===== src/rtl/conf_if.sv =====
// conf_if: byte-wide configuration stream from the host driver to the CGRA.
interface conf_if;
   logic [7:0] conf_bus;
   logic       conf_valid;
   modport master (output conf_bus, output conf_valid);
   modport slave  (input conf_bus, input conf_valid);
endinterface


===== src/rtl/conf_reader.sv =====
// conf_reader: deframes header + payload byte stream into per-PE config words
// and strobes the addressed PE once per completed frame.
module conf_reader #(
   parameter int NUM_PE     = 9,
   parameter int CONF_BYTES = 4
) (
   input  logic                    clk,
   input  logic                    rst_n,
   conf_if.slave                   bus,
   output logic [NUM_PE-1:0]       pe_conf_we,
   output logic [CONF_BYTES*8-1:0] pe_conf_data,
   output logic                    busy,
   output logic                    conf_done,
   output logic                    bad_id
);
   localparam int W = CONF_BYTES*8;
   typedef enum logic {IDLE, PAYLOAD} state_t;
   state_t       state;
   logic [2:0]   cnt;
   logic [3:0]   id;
   logic [W-1:0] shift;
   logic [W-1:0] shift_nx;
   logic         id_ok;
   // truncating concat keeps the byte-wise shift legal even when CONF_BYTES is 1
   assign shift_nx = W'({shift, bus.conf_bus});
   assign id_ok    = int'(id) < NUM_PE;
   always_ff @(posedge clk or negedge rst_n) begin
      if (!rst_n) begin
         state        <= IDLE;
         cnt          <= '0;
         id           <= '0;
         shift        <= '0;
         pe_conf_we   <= '0;
         pe_conf_data <= '0;
         busy         <= 1'b0;
         conf_done    <= 1'b0;
         bad_id       <= 1'b0;
      end else begin
         pe_conf_we <= '0;
         if (bus.conf_valid) begin
            if (state == IDLE) begin
               if (bus.conf_bus == 8'hFF) conf_done <= 1'b1;
               else if (bus.conf_bus[7]) begin
                  state     <= PAYLOAD;
                  busy      <= 1'b1;
                  conf_done <= 1'b0;
                  id        <= bus.conf_bus[3:0];
                  cnt       <= 3'(CONF_BYTES-1);
               end
            end else begin
               shift <= shift_nx;
               cnt   <= cnt - 3'd1;
               if (cnt == 3'd0) begin
                  state        <= IDLE;
                  busy         <= 1'b0;
                  pe_conf_data <= shift_nx;
                  if (id_ok) pe_conf_we <= NUM_PE'(1) << id;
                  else bad_id <= 1'b1;
               end
            end
         end
      end
   end
endmodule


===== src/flat_wrapper.sv =====
// flat-port wrapper written by rule: the top's interface ports become plain ports
module conf_reader_flat 
#(
   parameter int NUM_PE     = 9,
   parameter int CONF_BYTES = 4
)
  (clk, rst_n, pe_conf_we, pe_conf_data, busy, conf_done, bad_id, bus_conf_bus, bus_conf_valid);
  conf_if bus_i ();
  input  logic clk;
  input  logic rst_n;
  output logic [NUM_PE-1:0] pe_conf_we;
  output logic [CONF_BYTES*8-1:0] pe_conf_data;
  output logic busy;
  output logic conf_done;
  output logic bad_id;
  input wire logic [$bits(bus_i.conf_bus)-1:0] bus_conf_bus;
  input wire logic [$bits(bus_i.conf_valid)-1:0] bus_conf_valid;
  assign bus_i.conf_bus = bus_conf_bus;
  assign bus_i.conf_valid = bus_conf_valid;
  conf_reader #(.NUM_PE(NUM_PE), .CONF_BYTES(CONF_BYTES)) u_core (.clk(clk), .rst_n(rst_n), .bus(bus_i), .pe_conf_we(pe_conf_we), .pe_conf_data(pe_conf_data), .busy(busy), .conf_done(conf_done), .bad_id(bad_id));
endmodule

===== config.mk =====
export PLATFORM = sky130hd
export DESIGN_NAME = conf_reader_flat
export DESIGN_NICKNAME = d
export VERILOG_FILES = /design/src/rtl/conf_if.sv /design/src/rtl/conf_reader.sv /design/src/flat_wrapper.sv
export SDC_FILE = /design/constraint.sdc
export NUM_CORES = 1
export LEC_CHECK = 0
export CORE_UTILIZATION = 45
export CTS_CLUSTER_SIZE = 8
export DETAILED_ROUTE_END_ITERATION = 10
export PLACE_DENSITY_LB_ADDON = 0.05
export SLEW_MARGIN = 0
export SYNTH_ARGS = -nofsm -noshare
export SYNTH_HDL_FRONTEND = slang
export SYNTH_SLANG_ARGS = --single-unit
export TNS_END_PERCENT = 30

===== constraint.sdc =====
create_clock -name clk -period 2.1 [get_ports clk]
set_input_delay 0.42 -clock clk [delete_from_list [all_inputs] [get_ports clk]]
set_output_delay 0.42 -clock clk [all_outputs]
set_load 0.01 [all_outputs]

==> results.md <==
- The run finished with clean final reports.
- The sequential-to-total area share from yosys stat is between 60% and 70%.
- The wire length of the first global-routing pass is between 9000 and 10000 um.
- The main combinational cell family by area after synthesis is multiplexers.
- The cell sitting at the root of the clock tree is a sky130_fd_sc_hd__clkbuf_8.
- The die is between 80 and 90 um tall.
- Multiplexer cells account for 21.5% of the synthesized area.
- The number of nets with antenna violations after detailed routing is 0.
- The most numerous cell type found on the critical path is sky130_fd_sc_hd__ha_1.
- The total vias in the final route is 1774.
- The share of the synthesized area in compound gates (AO/OA/AOI/OAI) is 4.81%.
- The relative max-transition margin is 65.9%.
- The count of unresolved DRC violations after routing is 0.
- For this design the static power due to leakage is 1.63 nW.
- The path class of the tightest hold or removal check is in2async.
- The number of instances in the placed design is 322.
- The half-perimeter wire length of the detailed placement result is 3940 um.
- The detailed-router iteration count before antenna repair is 3.
- The nature of the critical path endpoint is a register.
- The utilization of the core after routing is between 60% and 70%.
- Leaving out fill and tap cells, the most frequent cell in the layout is sky130_fd_sc_hd__dfrtp_1.
- STA puts the critical path data arrival time at 1.89 ns.
- The number of antenna violations at the first check in global routing came to 0.
- OpenSTA, run right after detailed placement, puts the worst setup slack at 0.198 ns.
- In the finished design, the share of the clock period the worst path needs comes to 79.9%.
- On the final layout, the worst hold slack is 0.0569 ns.
- The floorplan step defined a die boundary enclosing 6860 um2.
- The worst reg-to-reg setup slack is 0.42 ns.
- The sum of overflow across all layers after global routing is 0.
- The wire length after detailed routing is 5630 um.
- Dividing the detail-routed wire length by the instance count gives 16.7 um.
- The die width is 82.8 um.
- The post-synth design cell area is 2940 um2.
- The reported max-cap violation count is 0.
- For the pin with the worst max-slew slack, the measured transition is 0.512 ns.
- On the worst path, the slowest cell contributes a delay of 0.40 ns.
- The clock passes through at most 2 buffers.
- The number of clock sinks is 76.
- The final worst slack is 0.423 ns.
- The number of global-route vias before repair came to 1970.
- In this design, the largest share of critical-path delay is due to flip-flops.
- The startpoint-to-endpoint class of the critical path is reg2reg.
- Pin placement for this block handled 55 I/O pins.
- After the flow finishes, the layout carries non-filler instances totaling ~340.
- Routability-driven placement finished with a final weighted congestion of approximately 0.74.
- For the worst-skew pair, the clock arrives at the later sink with an insertion delay of 0.33 ns.
- The number of standard cells after synthesis is 194.
- In this run the standard cell core region covers 6310 um2.
- The critical path launch point type is a register.
- The final count of hold timing violations is 0.
- The starting density of the core is about 47%.
- In the final timing run, aggregate negative setup slack is 0 ns.
- The fraction of layout instances using a drive strength above 1 is 31.9%.
- The CTS tree is yes.
- Across the routed clock network, the largest skew measured is 0.00901 ns.
- The highest clock frequency the design can meet is 596 MHz.
- The count of nets after finishing is 269.
- Dividing the synthesized area by the synthesized cell count gives around 15 um2.
- In this run the cell area measured after placement is 3610 um2.
- In this run the core area contains 29 standard-cell rows.
- The number of setup violations in the final report is 0.
- The number of distinct library cells after synthesis is 35.
- The post-cts gate resize count is 0.
- The DRC violation total after the first TritonRoute iteration is 60.
- The count of inserted antenna diode cells is 0.
- The final-report max-slew violation count came to 0.
- In the routed layout, each cell is associated on average with a via count of 5.26.
- The count of buffers from port buffering is 54.
- The data required time of the worst path is 2.31 ns.
- Of all nets on the critical path, the largest fanout is 13.
- In the global route stage, overall resource usage came out at ~18%.
- Of the total synthesized cell area, the portion taken by AND, OR, NAND and NOR gates is about 6%.
- In this run the number of H-tree levels came out at 3.
- The post-CTS clock slew at the launch and capture registers of the worst setup and hold paths is 0.08 ns.
- The hold buffer count at CTS is 0.
- After Yosys synthesis, full adders, half adders and majority gates account for less than 1% of the synthesized area.
- The warning count from the yosys run is 0.
- Compared with the post-synthesis result, the final layout area differs by 29.0%.
- The post-synth net total is 207.
- Setup repair after global routing left no endpoint under its margin.
- The post-route minimum period is 1.68 ns.
- The maximum number of pins on one net before global-route repair is 41.
- The number of clock buffers added by TritonCTS is 9.
- Power spread over the standard cell area amounts to 1460 nW/um2.
- The critical path goes through inv_1, ha_1, ha_1, nand3_2, buf_4, mux2_2.
- The fraction of synthesized cell area in xor and xnor cells is 0%.
- The total power consumption of the routed design is 5.55 mW.
- The number of buffers and inverters on the critical path is 2.
- Synthesis inferred 76 register bits.
- The top cell types in the final layout, fill and taps aside, are sky130_fd_sc_hd__dfrtp_1, sky130_fd_sc_hd__mux2_2, sky130_fd_sc_hd__clkdlybuf4s50_1, sky130_fd_sc_hd__clkbuf_8.
- The slowest stage of the critical path belongs to the cell sky130_fd_sc_hd__dfrtp_1.
- The post-CTS setup buffer count is 0.
- Summing all non-filler instances in the final layout gives an area of 3790 um2.
- The maximum ir drop on the vdd rail is 0.000852 V.
[cells by family (layout without fill, tap and decap cells)]
| kind of cell | Yosys count | in the layout |
|---|---|---|
| AO/OA/AOI/OAI | 19 | 19 |
| flip-flops | 76 | 76 |
| adder cells (fa/ha/maj) | 2 | 2 |
| multiplexers | 56 | 56 |
| AND/OR/NAND/NOR | 28 | 28 |
| buffers and inverters | 13 | 79 |
[cell type report]
type,count,area (um2)
clock buffers,10,128
clock inverters,5,53.8
fillers,539,2520
inverters,3,11.3
multi-input cells,105,972
flip-flops and latches,76,1900
well taps,77,96.3
repair buffers,61,628
[cell usage after synthesis (all sizes together)]
library cell	count	area share, %
a21o	1	0.26
a21oi	1	0.17
a31oi	2	0.43
a41oi	2	0.60
and2	1	0.21
and4	1	0.30
buf	8	1.5
clkbuf	2	0.30
dfrtp	76	65
ha	2	0.85
inv	3	0.38
mux2	56	21
nand2	6	0.85
nand3	2	0.51
nand3b	2	0.51
nand4	3	0.64
nor2	4	0.51
nor3	4	0.68
nor3b	2	0.85
nor4	1	0.21
nor4b	1	0.30
o211a	1	0.34
o211ai	1	0.26
o21a	1	0.26
o21ai	2	0.34
o21bai	2	0.51
o22a	4	1.2
o22ai	1	0.21
o31ai	1	0.26
or3	1	0.38
[power by group]
group / internal (mW) / leakage, nW / switching, mW
clock network: 0.539 / 0.0959 / 0.490
registers: 2.10 / 0.917 / 0.433
logic: 1.27 / 0.617 / 0.719
total: 3.91 / 1.63 / 1.64
[flip-flops by register name, indices dropped and copies added (netlist names), 3 cells and up]
signal               count
u_core.cnt               3
u_core.pe_conf_we        9
u_core.shift            24
u_core.id                4
u_core.pe_conf_data     32
[routing by layer]
metal	vias to the layer above	routed length, um	global-route usage, %
li1	818	-	-
met1	914	2460	22.4
met5	-	0	0
met3	6	222	5.47
met4	0	72	6.27
met2	36	2880	30.3
[worst register-to-register path: cells and delay by family (launching register included)]
kind	cells	cell delay, ns
adder cells (fa/ha/maj)	2	0.40
multiplexers	1	0.36
AND/OR/NAND/NOR	1	0.13
flip-flops	1	0.40
buffers and inverters	2	0.28
[final timing paths]
kind	start	end	cells past startpoint
min in group clk	u_core.bad_id$_DFFE_PN0P_	u_core.bad_id$_DFFE_PN0P_	1
hold reg to reg	u_core.bad_id$_DFFE_PN0P_	u_core.bad_id$_DFFE_PN0P_	1
setup reg to reg	u_core.cnt[0]$_DFFE_PN0P_	u_core.pe_conf_data[10]$_DFFE_PN0P_	6
max in group asynchronous	rst_n	u_core.pe_conf_data[9]$_DFFE_PN0P_	2
setup / recovery	u_core.cnt[0]$_DFFE_PN0P_	u_core.pe_conf_data[10]$_DFFE_PN0P_	6
hold / removal	rst_n	u_core.pe_conf_data[26]$_DFFE_PN0P_	1
(Power assumes the default switching activity.)
